===== config.mk =====
export PLATFORM = sky130hd
export DESIGN_NAME = serial_subtractor
export DESIGN_NICKNAME = d
export VERILOG_FILES = /design/src/rtl/serial_subtractor.sv
export SDC_FILE = /design/constraint.sdc
export NUM_CORES = 1
export LEC_CHECK = 0
export ABC_CLOCK_PERIOD_IN_PS = 4300
export CELL_PAD_IN_SITES_DETAIL_PLACEMENT = 1
export CELL_PAD_IN_SITES_GLOBAL_PLACEMENT = 1
export CORE_MARGIN = 3
export CORE_UTILIZATION = 32
export CTS_CLUSTER_DIAMETER = 200
export DETAILED_ROUTE_END_ITERATION = 8
export GPL_TIMING_DRIVEN = 0
export PLACE_DENSITY_LB_ADDON = 0.3
export REMOVE_ABC_BUFFERS = 1
export SETUP_SLACK_MARGIN = 0.4
export SLEW_MARGIN = 5
export SYNTH_ARGS = -nofsm -noshare
export SYNTH_HDL_FRONTEND = slang
export SYNTH_SLANG_ARGS = --single-unit

===== constraint.sdc =====
create_clock -name clk -period 4.3 [get_ports clk]
set_input_delay 0.86 -clock clk [delete_from_list [all_inputs] [get_ports clk]]
set_output_delay 0.86 -clock clk [all_outputs]
set_load 0.02 [all_outputs]

===== src/rtl/serial_subtractor.sv =====
// -----------------------------------------------------------------------------
// serial_subtractor
//
// Bit-serial 4-bit two's complement subtractor (Diff = A - B). The subtraction
// is done as A + ~B + 1: the carry flop is preset to 1 on launch and one bit
// is processed per clock, LSB first, over four RUN cycles.
//
// Ports
//   clk       in   rising-edge clock
//   rst_n     in   synchronous active-low reset
//   start     in   launch request, only honoured in IDLE
//   A         in   4-bit minuend (two's complement), latched on launch
//   B         in   4-bit subtrahend (two's complement), latched on launch
//   Diff      out  registered 4-bit result
//   overflow  out  signed overflow of the last result
//   borrow    out  unsigned borrow of the last result (A < B unsigned)
//   busy      out  high while the FSM is in RUN
//   done      out  one-cycle pulse when Diff/overflow/borrow are updated
//
// Build option
//   SATURATE_EN  when defined, a signed overflow clamps Diff to 4'b0111
//                (positive minuend) or 4'b1000 (negative minuend).
//
// Timing: IDLE -> RUN (4 cycles) -> DONE (1 cycle) -> IDLE (at least 1
// cycle), so a held start relaunches every 6 cycles.
// -----------------------------------------------------------------------------
module serial_subtractor (
  input  logic       clk,
  input  logic       rst_n,
  input  logic       start,
  input  logic [3:0] A,
  input  logic [3:0] B,
  output logic [3:0] Diff,
  output logic       overflow,
  output logic       borrow,
  output logic       busy,
  output logic       done
);

  typedef enum logic [1:0] {
    IDLE = 2'd0,
    RUN  = 2'd1,
    DONE = 2'd2
  } state_t;

  state_t     state_q, state_d;
  logic [3:0] a_q, a_d;
  logic [3:0] b_q, b_d;
  logic [3:0] res_q, res_d;
  logic [1:0] cnt_q, cnt_d;
  logic       carry_q, carry_d;
  logic [3:0] diff_q, diff_d;
  logic       ovf_q, ovf_d;
  logic       brw_q, brw_d;
  logic       busy_q, busy_d;
  logic       done_q, done_d;

  // Full-adder slice on the current bit pair, subtrahend inverted.
  logic       a_i, nb_i, sum_i, cout_i;
  logic [3:0] wrapped;

  assign a_i     = a_q[0];
  assign nb_i    = ~b_q[0];
  assign sum_i   = a_i ^ nb_i ^ carry_q;
  assign cout_i  = (a_i & nb_i) | (a_i & carry_q) | (nb_i & carry_q);
  assign wrapped = {sum_i, res_q[3:1]};

  always_comb begin
    state_d = state_q;
    a_d     = a_q;
    b_d     = b_q;
    res_d   = res_q;
    cnt_d   = cnt_q;
    carry_d = carry_q;
    diff_d  = diff_q;
    ovf_d   = ovf_q;
    brw_d   = brw_q;

    case (state_q)
      IDLE: begin
        if (start) begin
          state_d = RUN;
          a_d     = A;
          b_d     = B;
          res_d   = 4'd0;
          cnt_d   = 2'd0;
          carry_d = 1'b1;   // the "+1" of the two's complement negation
        end
      end
      RUN: begin
        a_d     = {1'b0, a_q[3:1]};
        b_d     = {1'b0, b_q[3:1]};
        res_d   = wrapped;
        carry_d = cout_i;
        cnt_d   = cnt_q + 2'd1;
        if (cnt_q == 2'd3) begin
          state_d = DONE;
          // On the last bit a_q[0]/b_q[0] hold the latched sign bits, and
          // sum_i is the result sign bit.
          ovf_d   = (a_i != b_q[0]) && (sum_i != a_i);
          brw_d   = ~cout_i;
`ifdef SATURATE_EN
          if ((a_i != b_q[0]) && (sum_i != a_i))
            diff_d = a_i ? 4'b1000 : 4'b0111;
          else
            diff_d = wrapped;
`else
          diff_d  = wrapped;
`endif
        end
      end
      DONE: begin
        state_d = IDLE;
      end
      default: begin
        state_d = IDLE;
      end
    endcase

    // Status outputs are registered so they line up exactly with the state.
    busy_d = (state_d == RUN);
    done_d = (state_d == DONE);
  end

  always_ff @(posedge clk) begin
    if (!rst_n) begin
      state_q <= IDLE;
      a_q     <= 4'd0;
      b_q     <= 4'd0;
      res_q   <= 4'd0;
      cnt_q   <= 2'd0;
      carry_q <= 1'b0;
      diff_q  <= 4'd0;
      ovf_q   <= 1'b0;
      brw_q   <= 1'b0;
      busy_q  <= 1'b0;
      done_q  <= 1'b0;
    end else begin
      state_q <= state_d;
      a_q     <= a_d;
      b_q     <= b_d;
      res_q   <= res_d;
      cnt_q   <= cnt_d;
      carry_q <= carry_d;
      diff_q  <= diff_d;
      ovf_q   <= ovf_d;
      brw_q   <= brw_d;
      busy_q  <= busy_d;
      done_q  <= done_d;
    end
  end

  assign Diff     = diff_q;
  assign overflow = ovf_q;
  assign borrow   = brw_q;
  assign busy     = busy_q;
  assign done     = done_q;

endmodule


* Word-level counts from Yosys, hierarchy flattened
Cells that the tools add are included.
Word-level totals: output and inout bits 8, bits of input ports 11, register bits 25, logic and storage cells 46
Cells by class: bitwise operators 9, muxes and demuxes 13, equal/unequal tests 7, $add $sub $neg 1, reduce and logical (&&, ||, !) cells 5
Operator list (count):
- one-hot mux 4 bit (2 select lines) | 3
- 2-to-1 mux 4 bit | 3
- one-hot mux 2 bit (2 select lines) | 2
- 2-to-1 mux 2 bit | 3
- equality test 2 x 1 -> 1 bit (second input constant) | 2
- equality test 2 bit (second input constant) | 2
- AND reduction 2 bit | 2
- AND 1 bit | 3
- adder 2 x 1 -> 2 bit (second input constant) | 1
- zero test 2 bit | 1
- inequality test 1 bit | 2
- inequality test 2 bit (second input constant) | 1
- NOT 1 bit | 2
- bitwise OR 1 bit | 2
- one-hot mux 1 bit (2 select lines) | 1
- nonzero test 2 bit | 1
- bitwise XOR 1 bit | 2
- logical AND 1 bit | 1
- 2-to-1 mux 1 bit | 1

* Longest topological paths before layout
Gate-level depths: netlist of the first run.
depth in word-level cells 5, depth in mapped cells 5

* Least setup slack after synthesis of the first run
No wires, ideal clock.
kind in2reg, start input port start, end register a_q[1], path slack 2.817 ns, library setup time 0.124 ns, stages on the path 4, data arrival time 1.359 ns, required time 4.176 ns, cells stage by stage o21ba_4 -> buf_6 -> nor2_1 -> a211oi_2
On the way: cells in the longest elaborated chain, start to end 2
RTL lines:
- from (decl) | RTL line 30 | input logic start,
- inequality test 2 bit (no source line)
- AND reduction 2 bit (no source line)
- to (signal assigned) | RTL line 128 | a_q <= 4'd0;
- to (signal assigned) | RTL line 140 | a_q <= a_d;
- to (decl) | RTL line 47 | logic [3:0] a_q, a_d;
Every way passes these cells. A chain may end at the register's enable or synchronous reset.

* Worst setup path in the final report of the first run
start register diff_q[2], in the netlist Diff[2], end output port Diff[2]
RTL lines:
- from (decl) | RTL line 52 | logic [3:0] diff_q, diff_d;
- from (signal assigned) | RTL line 145 | diff_q <= diff_d;
- to (decl) | RTL line 33 | output logic [3:0] Diff,
No word-level cell between the ends.

==> out/metrics.csv, run 1 <==
metric;value;unit
status;completed;
ys_types;25;
finClkSkew;0.004435;ns
finalWirelength;2.025;mm
synth_compound_area_share;22.00;%
start_util;35.29;%
grt_antenna_before_repair;0;
tightest_slew;0.8731;ns
gr-total-overflow;0;
final.fill_count;345;
yosysWarnings;0;
hold_path_class;reg -> reg;
port_buffers;18;
numCtsBuffers;3;
seq_area;480.5;um^2
num_vias;754;
synth_xor_area_share;0.8557;%
setup_viol;0;
cts_root_buf;clkbuf_4;
diodes;0;
drc;0;
cts_resized;0;
first_global_vias;758;
yosys-mux-area-fraction;5.868;%
drv_slew;0;
power_frac_seq;57.6;%
critPathMaxStageDelay;0.61;ns
die-area;3913;um^2
firstDrtPassIters;4;
drive_gt1_share;14.04;%
whs;0.4680;ns
maxCapViolations;0;
worst_setup_path_start_kind;register;
path_cells;clkdlybuf4s50_1;
final_cells;156;
internal-power;0.0003144;W
synth_seq_area_share;46.94;%
switching_share;25.57;%
grt_max_degree;25;
cts_max_level;1;
arrival;1.29;ns
synthAdderAreaFrac;4.401;%
cp-end-kind;output pin;
finish.utilization;43.05;%
multi_input_comb_area;480.5;um^2
clkPwrFrac;28.2;%
dp_cells;152;
layout-area-overhead-vs-synth;22.01;%
p_sw;0.0001080;W
cts.clk_slew.worst_paths;0.12;ns
max_slew_margin;41.73;%
hold_viol_final;0;
crit_fanout;2;
syn_inst;98;
syn_avg_cell_area;10.44;um^2
clock-sinks;24;
gp_congestion;0.6634;
tritoncts;done;
drt_iter0_markers;19;
worst-setup-path-type;reg -> out;
clk_latency;0.32;ns
via_per_inst;4.833;
synth-seq-cells;24;
combPwrFrac;14.2;%
synth_top_family_by_area;compound AO/OA/AOI/OAI gates;
path_buf_inv;1;
placeableCoreArea;2900;um^2
period_needed;2.145;ns
dp_hpwl;1.472;mm
crit_required;3.44;ns
cpMaxStageDelayCell;clkdlybuf4s50_1;
finalCritPeriodShare;49.88;%
fp-row-count;19;
grt_first_pass_wirelength;3.567;mm
nets;129;
rsz0062_at_grt;false;
pwr_density_cell;338.3;nW/um^2
die_y;62.56;um
cp_top_family;buffers and inverters;
track_usage;11.25;%
synth_area;1023;um^2
cts_buffer_depth;2;
post_cts_buffers;0;
pin_count;19;
drt-wirelength-per-cell;12.98;um
irDropWorstVdd;180.7;uV
yosys.area_share.simple;13.81;%
cellLeakagePower;0.4833;nW
ant_nets;0;
tns;0;ns
fmax;0.4662;GHz
die_w;62.56;um
ctsHoldBuffers;0;
## path summary, 6_finish.rpt
path	slack, ns	startpoint	end	cells past startpoint
worst max-delay path	2.15	Diff[2]$_SDFFE_PN0P_	Diff[2]	1
worst min-delay path	0.47	Diff[0]$_SDFFE_PN0P_	Diff[0]$_SDFFE_PN0P_	2
worst max register to register	2.62	state_q[0]$_SDFF_PN0_	cnt_q[0]$_SDFFE_PN0P_	3
worst min register to register	0.47	Diff[0]$_SDFFE_PN0P_	Diff[0]$_SDFFE_PN0P_	2
## cell usage after synthesis
cell / count / area share (%)
dfxtp_1: 24 / 47
xor2_1: 1 / 0.86
buf_4: 1 / 0.73
a21oi_1: 5 / 2.4
a22oi_1: 6 / 4.4
o41ai_2: 1 / 1.6
a211oi_2: 7 / 8.6
nor3_1: 1 / 0.49
o21bai_2: 1 / 1.1
a211oi_1: 2 / 1.5
nand3b_4: 1 / 2.0
nand2_1: 4 / 1.5
nand3_1: 5 / 2.4
nor3b_1: 1 / 0.73
nor2_1: 16 / 5.9
mux2i_1: 6 / 5.9
buf_6: 2 / 2.2
fa_1: 1 / 2.0
clkbuf_1: 1 / 0.37
buf_2: 2 / 0.98
inv_1: 5 / 1.8
a221oi_1: 1 / 0.86
o21ba_4: 1 / 1.6
nor2b_2: 1 / 0.86
ha_1: 2 / 2.4
## layout make-up
type / count / area share, %
clock buffers: 4 / 2.906
inverters: 5 / 1.503
multi-input cells: 63 / 38.48
flip-flops and latches: 24 / 38.48
well taps: 42 / 4.208
repair buffers: 18 / 14.43
## cells by family after synthesis
| kind of cell | Yosys count |
|---|---|
| simple gates | 29 |
| compound gates | 24 |
| flops | 24 |
| buf+inv | 11 |
| mux | 6 |
| fa+ha+maj | 3 |
| xor+xnor | 1 |
## worst min-delay path, delay by kind of cell, from the launching register on
| family | cells | cell delay (ns) |
|---|---|---|
| AOI/OAI and AO/OA | 1 | 0.06 |
| DFF | 1 | 0.33 |
| and+or+nand+nor | 1 | 0.05 |
## routing by layer
| metal | GRT usage, % | up-vias | share of wire [%] |
|---|---|---|---|
| met5 | 0 | - | 0 |
| met2 | 18.91 | 8 | 50 |
| met3 | 3.417 | 5 | 3.8 |
| li1 | - | 378 | - |
| met1 | 13.45 | 363 | 44 |
| met4 | 4.132 | 0 | 1.5 |
## metrics by stage
stage / power [W] / setup WS [ns] / instance area, um^2
floorplan: 0.0002874 / 2.701 / 979.7
global placement: 0.0003065 / 2.060 / 1212
detailed placement: 0.0003098 / 2.020 / 1212
CTS: 0.0004289 / 2.133 / 1249
global route: 0.0004451 / 2.087 / 1249
finish: 0.0004225 / 2.155 / 1249
## state kept, by name (all words and copies together) (netlist names)
name and flops:
state_q 2, busy 1, Diff 4, carry_q 1, borrow 1, res_q 3
cnt_q 2, done 1, b_q 4, overflow 1, a_q 4
## cell usage in the layout, fill, tap and decap left out
| cell | Yosys | routed |
|---|---|---|
| clkdlybuf4s50_1 | 0 | 18 |
| nor2b_2 | 1 | 1 |
| nor2_1 | 16 | 16 |
| o41ai_2 | 1 | 1 |
| nand3_1 | 5 | 5 |
| nor3_1 | 1 | 1 |
| clkbuf_8 | 0 | 1 |
| inv_1 | 5 | 5 |
| clkbuf_4 | 0 | 3 |
| mux2i_1 | 6 | 6 |
| a22oi_1 | 6 | 6 |
| a211oi_2 | 7 | 7 |
| nand3b_4 | 1 | 1 |
| dfxtp_1 | 24 | 24 |
| nor3b_1 | 1 | 1 |
| o21ba_4 | 1 | 1 |
| fa_1 | 1 | 1 |
| a21oi_1 | 5 | 5 |
| a221oi_1 | 1 | 1 |
| a211oi_1 | 2 | 2 |
| o21bai_2 | 1 | 1 |
| nand2_1 | 4 | 4 |
| xor2_1 | 1 | 1 |
| ha_1 | 2 | 2 |
## power by group through the flow
stage	logic [W]	clock network [W]	registers, W
6_report	0.0000600	0.000119	0.000244
5_1_grt	0.0000672	0.000132	0.000245
4_1_cts	0.0000614	0.000124	0.000244
3_5_place_dp	0.0000609	0	0.000249
3_3_place_gp	0.0000586	0	0.000248
2_1_floorplan	0.0000404	0	0.000247
No activity file was read; power rests on OpenSTA's default activity.
==> run 2, diff against run 1 <==
--- a/config.mk
+++ b/config.mk
@@ -5,7 +5,7 @@
 export SDC_FILE = /design/constraint.sdc
 export NUM_CORES = 1
 export LEC_CHECK = 0
-export ABC_CLOCK_PERIOD_IN_PS = 4300
+export ABC_CLOCK_PERIOD_IN_PS = 1900
 export CELL_PAD_IN_SITES_DETAIL_PLACEMENT = 1
 export CELL_PAD_IN_SITES_GLOBAL_PLACEMENT = 1
 export CORE_MARGIN = 3
==> constraint.sdc (replaced) <==
create_clock -name clk -period 1.9 [get_ports clk]
set_input_delay 0.38 -clock clk [delete_from_list [all_inputs] [get_ports clk]]
set_output_delay 0.38 -clock clk [all_outputs]
set_load 0.02 [all_outputs]
==> run 2 against run 1 <==
  * Sequential share of layout area decreased by 0.061 points
  * Global-route usage barely moved
  * Sequential power up 130%
  * Wire length increased by 0.99%
  * Highest routed layer unchanged
==> out/metrics.csv, run 2 (same netlist as run 1, synthesis figures left out) <==
metric;value;unit;change
status;completed;;unchanged
grt_antenna_before_repair;0;;unchanged
hold_viol_final;0;;unchanged
placeableCoreArea;2900;um^2;unchanged
period_needed;1.417;ns;
tns;0;ns;unchanged
ant_nets;0;;unchanged
worst_setup_path_start_kind;input port;;was register
cellLeakagePower;0.5341;nW;was 0.4833 nW
finalWirelength;2.045;mm;was 2.025 mm
dp_cells;152;;unchanged
clk_latency;0.32;ns;about the same
cts_root_buf;clkbuf_4;;unchanged
layout_commonest_cell;dfxtp_1;;unchanged
final_area;1264;um^2;was 1249 um^2
cpMaxStageDelayCell;inv_1;;was clkdlybuf4s50_1
first_global_vias;758;;unchanged
drt-wirelength-per-cell;12.94;um;was 12.98 um
finalCritPeriodShare;74.59;%;
r2r-start;carry_q$_SDFFE_PN0P_;;was state_q[0]$_SDFF_PN0_
drt_iter0_markers;21;;was 19
min_to;Diff[0]$_SDFFE_PN0P_;;unchanged
tritoncts;done;;unchanged
firstDrtPassIters;3;;was 4
arrival;1.61;ns;was 1.29 ns
drive_gt1_share;17.24;%;was 14.04%
track_usage;11.29;%;was 11.25%
crit_fanout;24;;was 2
critPathMaxStageDelay;0.65;ns;was 0.61 ns
grt_first_pass_wirelength;3.581;mm;was 3.567 mm
cts.clk_slew.worst_paths;0.13;ns;was 0.12 ns
clock-sinks;24;;unchanged
grt_max_degree;25;;unchanged
hold_path_class;reg -> reg;;unchanged
nets;131;;was 129
ctsHoldBuffers;0;;unchanged
layout_common_cells;22 x dfxtp_1, 16 x nor2_1, 10 x clkdlybuf4s50_1;;was 24 x dfxtp_1, 18 x clkdlybuf4s50_1, 16 x nor2_1
rr_endpoint;res_q[3]$_SDFFE_PN0P_;;was cnt_q[0]$_SDFFE_PN0P_
pin_count;19;;unchanged
port_buffers;18;;unchanged
max_slew_margin;41.97;%;was 41.73%
gr-total-overflow;0;;unchanged
final_cells;158;;was 156
cp-end-kind;register;;was output pin
maxCapViolations;0;;unchanged
drv_slew;0;;unchanged
rr_worst_depth;5;;was 3
tightest_slew;0.8695;ns;was 0.8731 ns
fp-row-count;19;;unchanged
die_y;62.56;um;unchanged
reg2reg_slack;0.51;ns;was 2.62 ns
setup_viol;0;;unchanged
finClkSkew;0.005377;ns;was 0.004435 ns
worst-setup-path-type;in -> reg;;was reg -> out
numCtsBuffers;3;;unchanged
drc;0;;unchanged
gp_congestion;0.6634;;unchanged
holdCritStartpoint;Diff[0]$_SDFFE_PN0P_;;unchanged
cts_max_level;1;;unchanged
diodes;0;;unchanged
pwr_density_cell;761.4;nW/um^2;was 338.3 nW/um^2
layout-area-overhead-vs-synth;23.47;%;was 22.01%
fmax;0.7056;GHz;
cts_buffer_depth;2;;unchanged
crit_required;2.10;ns;was 3.44 ns
die_w;62.56;um;unchanged
via_per_inst;4.848;;was 4.833
rsz0062_at_grt;true;;was false
placed_cell_area;1212;um^2;unchanged
die-area;3913;um^2;unchanged
irDropWorstVdd;409.2;uV;was 180.7 uV
min_path_cells;2;;unchanged
path_cells;clkdlybuf4s50_1 -> inv_1 -> o41ai_2;;was clkdlybuf4s50_1
num_vias;766;;was 754
dp_hpwl;1.472;mm;unchanged
start_util;35.29;%;unchanged
run 2: cell count changes in the layout (fill, tap and decap cells not counted):
cell,change
nor2b_4,+1
dfxtp_1,-2
dfxtp_4,+1
buf_4,+2
nor2b_2,-1
dlygate4sd2_1,+8
dfxtp_2,+1
clkdlybuf4s50_1,-8
run 2: metal layers:
metal	global-route usage [%]	share of wire, %	vias up
met2	18.91	50	8
met1	13.56	44	370
met3	3.417	4.0	5
met4	4.132	1.4	0
li1	-	-	383
met5	0	0	-
run 2: through the flow:
step | total power, W | hold WS, ns | setup WS [ns] | utilization (%)
after floorplan | 0.0006505 | 0.4433 | 0.5181 | -
after global placement | 0.0006937 | 0.4463 | 0.1397 | 41.80
after detailed placement | 0.0007011 | 0.4582 | 0.1001 | 41.80
after CTS | 0.0009701 | 0.4732 | 0.4142 | 42.80
after global routing | 0.001013 | 0.4980 | 0.3759 | 43.57
final | 0.0009622 | 0.4652 | 0.4828 | 43.57
run 2: how the worst max path moves through the flow:
stage / startpoint / endpoint / slack (ns) / cells past startpoint
floorplan: state_q[0]$_SDFF_PN0_ / cnt_q[0]$_SDFFE_PN0P_ / 0.52 / 3
global placement: rst_n / overflow$_SDFFE_PN0P_ / 0.14 / 3
detailed placement: rst_n / overflow$_SDFFE_PN0P_ / 0.10 / 3
CTS: a_q[0]$_SDFFE_PN0P_ / res_q[3]$_SDFFE_PN0P_ / 0.41 / 5
global route: rst_n / cnt_q[1]$_SDFFE_PN0P_ / 0.38 / 3
finish: rst_n / overflow$_SDFFE_PN0P_ / 0.48 / 3
run 2: cell type report:
cell class | instances | area (um^2)
inverters | 5 | 18.77
repair buffers | 20 | 185.2
clock buffers | 4 | 36.28
well taps | 42 | 52.55
multi-input cells | 63 | 485.5
fillers | 343 | 1637
flip-flops and latches | 24 | 485.5
run 2: what timing repair did:
| action | 4_1_cts | 5_1_grt |
|---|---|---|
| gates resized for setup | 10 | 2 |
| pin swaps | 0 | 1 |
| setup buffers | 0 | 2 |
| endpoints found under the setup margin | 20 | 11 |
| endpoints found under the hold margin | 0 | 0 |
run 2: critical path: cells and delay by family:
kind	cells	cell delay, ns
buffers and inverters	2	1.08
AO/OA/AOI/OAI	1	0.16
run 2: where the power goes:
group / switching, W / total, W / internal [W]
Combinational: 0.0000703 / 0.000141 / 0.0000706
Clock: 0.000153 / 0.000270 / 0.000117
Sequential: 0.0000231 / 0.000551 / 0.000528
==> edit 1 (flow settings as in run 1) <==
Put one more register stage on the output `borrow`. The value now appears one clock later. The other outputs are not delayed to match. Comments in the files are not updated.
--- a/src/rtl/serial_subtractor.sv
+++ b/src/rtl/serial_subtractor.sv
@@ -152,7 +152,9 @@
 
   assign Diff     = diff_q;
   assign overflow = ovf_q;
-  assign borrow   = brw_q;
+  always_ff @(posedge clk) begin
+    borrow <= brw_q;
+  end
   assign busy     = busy_q;
   assign done     = done_q;
 
Behaviour: not the same (Yosys sat finds a counterexample within 10 cycles, from zero or initial values and one cycle with rst_n low).
==> edit 1 against run 1 <==
  * Synthesized cell count increased by 1.0%
  * Cell area increased by 1.0%
  * Cell count increased by 1.9%
  * Setup slack improved by 0.021 ns
  * Sequential cell count grew 1
  * Largest power group unchanged
  * Power fell by 2.4%
  * Combinational power hardly changed
  * Synthesized area grew 2.0%
  * First-iteration DRC count did not move
  * Wire length down 6.8%
  * Core utilization shrank 2.1 points
==> edit 1: results (changes against run 1) <==
| Metric | Value |
|---|---|
| Hold Slack | `0.362 ns (was 0.468 ns)` |
| Tmin final | `2.12 ns (was 2.15 ns)` |
| Grt met1 use | `0.127 (was 0.135)` |
| Filler Cell Count | `357 (was 345)` |
| LEAKAGE | `0.485 nW (was 0.483 nW)` |
| Compound-gate portion of the synthesized area | `0.216 (was 0.220)` |
| Slew headroom | `0.430 (was 0.417)` |
| First-pass GRT wire length | `3350 um (was 3570 um)` |
| Wire length per cell | `11.9 um (was 13.0 um)` |
| Hpwl dp | `1380 um (was 1470 um)` |
| VDD IR-drop max | `0.000108 V (was 0.000181 V)` |
| Met2 Resource Use GR | `0.174 (was 0.189)` |
| Synth top cells by count | `dfxtp_1, nor2_1, a211oi_2, a22oi_1, mux2i_1 (unchanged)` |
| Dpl cells | `155 (was 152)` |
| Place WS | `2.04 ns (was 2.02 ns)` |
| Status | `finished clean (unchanged)` |
| Design area | `0.00126 mm2 (was 0.00125 mm2)` |
| Hold-critical path depth | `0 (was 2)` |
| R2R Setup Slk | `2.65 ns (was 2.62 ns)` |
| Seq pwr share | `0.612 (was 0.576)` |
| Total power per unit cell area | `327 mW/mm2 (was 338 mW/mm2)` |
| Placed inst area | `0.00123 mm2 (was 0.00121 mm2)` |
| Via density | `4.60 (was 4.83)` |
| Switching Fraction | `0.253 (was 0.256)` |
| Critical hold path startpoint | `brw_q (was Diff[0])` |
| Layout cell share with drive strength beyond 1 | `0.130 (was 0.140)` |
| Xor/xnor share of the synthesized area | `0.00839 (was 0.00856)` |
| Skew final | `0.00262 ns (was 0.00444 ns)` |
| Seq/Total Area, Yosys | `0.480 (was 0.469)` |
| Layout net count | `130 (was 129)` |
| Worst EP arrival | `1.26 ns (was 1.29 ns)` |
| Comb pwr | `0.0000598 W (was 0.0000600 W)` |
| Vias | `732 (was 754)` |
| Mux contribution to synthesized area | `0.0576 (was 0.0587)` |
## edit 1: per-layer routing
layer	part of all wire	wire length [um]	vias up
li1	-	-	378
met1	0.48	898	346
met2	0.48	907	6
met5	0	0	-
met4	0.011	21	0
met3	0.032	60	2
## edit 1: area by class of cell
type / instances / share of cell area
sequential: 25 / 0.397
multi-input combinational: 63 / 0.381
timing repair buffer: 18 / 0.143
tap: 44 / 0.0437
clock buffer: 4 / 0.0208
inverter: 5 / 0.0149
## edit 1: how the worst max path moves through the flow
stage	end	from
2_1_floorplan	overflow	rst_n
3_3_place_gp	overflow	rst_n
3_5_place_dp	overflow	rst_n
4_1_cts	Diff[3]	Diff[3]
5_1_grt	Diff[3]	Diff[3]
6_report	Diff[3]	Diff[3]
## edit 1: logic make-up (layout without fill, tap and decap cells)
group           after synthesis  in the layout
compound gates               24             24
xor+xnor                      1              1
fa+ha+maj                     3              3
buf+inv                      11             27
flops                        25             25
mux                           6              6
simple gates                 29             29
==> edit 2 (settings of run 1) <==
Without the edit above. The option `SATURATE_EN` is turned on by a define.
--- a/src/rtl/serial_subtractor.sv
+++ b/src/rtl/serial_subtractor.sv
@@ -24,6 +24,8 @@
 // Timing: IDLE -> RUN (4 cycles) -> DONE (1 cycle) -> IDLE (at least 1
 // cycle), so a held start relaunches every 6 cycles.
 // -----------------------------------------------------------------------------
+`define SATURATE_EN
+
 module serial_subtractor (
   input  logic       clk,
   input  logic       rst_n,
Check against the original RTL: not equivalent (a bounded check fails within 10 cycles, from zero or initial values and one cycle with rst_n low).
==> edit 2 against run 1 <==
  * Critical path type unchanged
  * Largest cell class is now multi-input gates
  * Count of clock-buffer cells in the layout shrank 1
  * Cell area grew 4.3%
  * Sequential share of layout area shrank 1.6 points
  * Clock power shrank 17%
  * Sequential cell count is the same
  * Synthesized area grew 6.6%
  * Worst hold slack lost 0.0052 ns
  * Largest power group unchanged
  * Wire length grew 11%
  * Via count grew 12%
  * Synthesized cell count grew 14%
  * Power shrank 2.1%
  * Core utilization shrank 1.7 points
  * Setup slack gained 0.016 ns
==> edit 2: results (changes against run 1) <==
| Metric | Value |
|---|---|
| Skew-Pair Late Insertion Delay | `slightly above 0.3 ns` |
| Via density | `4.96 (was 4.83)` |
| Placed inst area | `0.00128 mm2 (was 0.00121 mm2)` |
| DRT Pass-1 Iters | `3 (was 4)` |
| DRT met1 WL | `934 um (was 898 um)` |
| Skew final | `0.00538 ns (was 0.00444 ns)` |
| First-pass GRT wire length | `3880 um (was 3570 um)` |
| Compound-gate portion of the synthesized area | `0.252 (was 0.220)` |
| Top cells by area, synth | `dfxtp_1, a311oi_2, nand2_1, nor2_1, fa_1 (was dfxtp_1, a211oi_2, mux2i_1, nor2_1, a22oi_1)` |
| LEAKAGE | `0.500 nW (was 0.483 nW)` |
| Vias in the first global route | `850 (was 758)` |
| Critical hold path startpoint | `overflow (was Diff[0])` |
| Wire length per cell | `13.1 um (was 13.0 um)` |
| Highest metal used | `met4 (unchanged)` |
| Synth top cells by count | `dfxtp_1, nand2_1, nor2_1, a21oi_1 (was dfxtp_1, nor2_1, a211oi_2, a22oi_1, mux2i_1)` |
| Seq/Total Area, Yosys | `0.440 (was 0.469)` |
| Min-delay worst type | `reg -> reg (unchanged)` |
| Status | `finished clean (unchanged)` |
| VDD IR-drop max | `0.000218 V (was 0.000181 V)` |
| Cell internal pwr | `0.000300 W (was 0.000314 W)` |
| Layout cell share with drive strength beyond 1 | `0.110 (was 0.140)` |
| Slew headroom | `0.471 (was 0.417)` |
| Pin count of the biggest net entering global routing | `22 (was 25)` |
| Crit path from | `Diff[0] (was Diff[2])` |
| Synth unique cells | `31 (was 25)` |
| Place WS | `2.07 ns (was 2.02 ns)` |
| Total Routing Usage GR | `0.120 (was 0.112)` |
| Layout net count | `144 (was 129)` |
| Cells resized by post-CTS repair | `0 (unchanged)` |
| Max Fanout on Critical Path | `2 (unchanged)` |
| Hpwl dp | `1660 um (was 1470 um)` |
| Root Buffer | `clkbuf_4 (unchanged)` |
| Worst EP arrival | `1.27 ns (was 1.29 ns)` |
| Adder-cell area share of the yosys netlist | `0.0596 (was 0.0440)` |
| Mux contribution to synthesized area | `0 (was 0.0587)` |
| Filler Cell Count | `381 (was 345)` |
| Max clock buf depth | `2 (unchanged)` |
| Drt initial violations | `18 (was 19)` |
| R2r startpoint | `a_q[0] (was state_q[0])` |
| Xor/xnor share of the synthesized area | `0.00803 (was 0.00856)` |
| Wire length on met2 | `1190 um (was 1020 um)` |
| Placer congestion estimate | `0.723 (was 0.663)` |
| Met3 WL | `89 um (was 76 um)` |
| Ys Warns | `0 (unchanged)` |
edit 2: cell families after synthesis:
group,after synthesis
buffers and inverters,11
DFF,24
xor gates and xnor gates,1
and+or+nand+nor,41
adders and majority gates,4
AOI/OAI and AO/OA,31
edit 2: per-layer routing:
layer / up-vias / global-route usage
li1: 422 / -
met1: 411 / 0.126
met2: 13 / 0.224
met3: 2 / 0.0369
met4: 0 / 0.0396
met5: - / 0
edit 2: path summary, 6_finish.rpt:
kind | end | slack [ns] | cells past startpoint
max | Diff[0] | 2.17 | 1
min | overflow | 0.46 | 2
max reg2reg | Diff[2] | 2.39 | 5
min reg2reg | overflow | 0.46 | 2
edit 2: final cells by class:
cell class | count | area (um2) | area share
multi-input cells | 77 | 546 | 0.419
flip-flops and latches | 24 | 480 | 0.369
repair buffers | 18 | 180 | 0.138
well taps | 44 | 55.1 | 0.0423
clock buffers | 3 | 22.5 | 0.0173
inverters | 5 | 18.8 | 0.0144
edit 2: power by group through the flow:
stage / clock [W] / sequential, W / combinational (W)
2_1_floorplan: 0 / 0.000246 / 0.0000497
3_3_place_gp: 0 / 0.000247 / 0.0000712
3_5_place_dp: 0 / 0.000248 / 0.0000741
4_1_cts: 0.000105 / 0.000243 / 0.0000745
5_1_grt: 0.000112 / 0.000245 / 0.0000822
6_report: 0.0000986 / 0.000242 / 0.0000727
edit 2: per-stage QoR:
step,std cells,hold WS (ns)
final,171,0.463
after global routing,171,0.490
after CTS,171,0.467
after detailed placement,168,0.450
after global placement,168,0.442
after floorplan,106,0.455
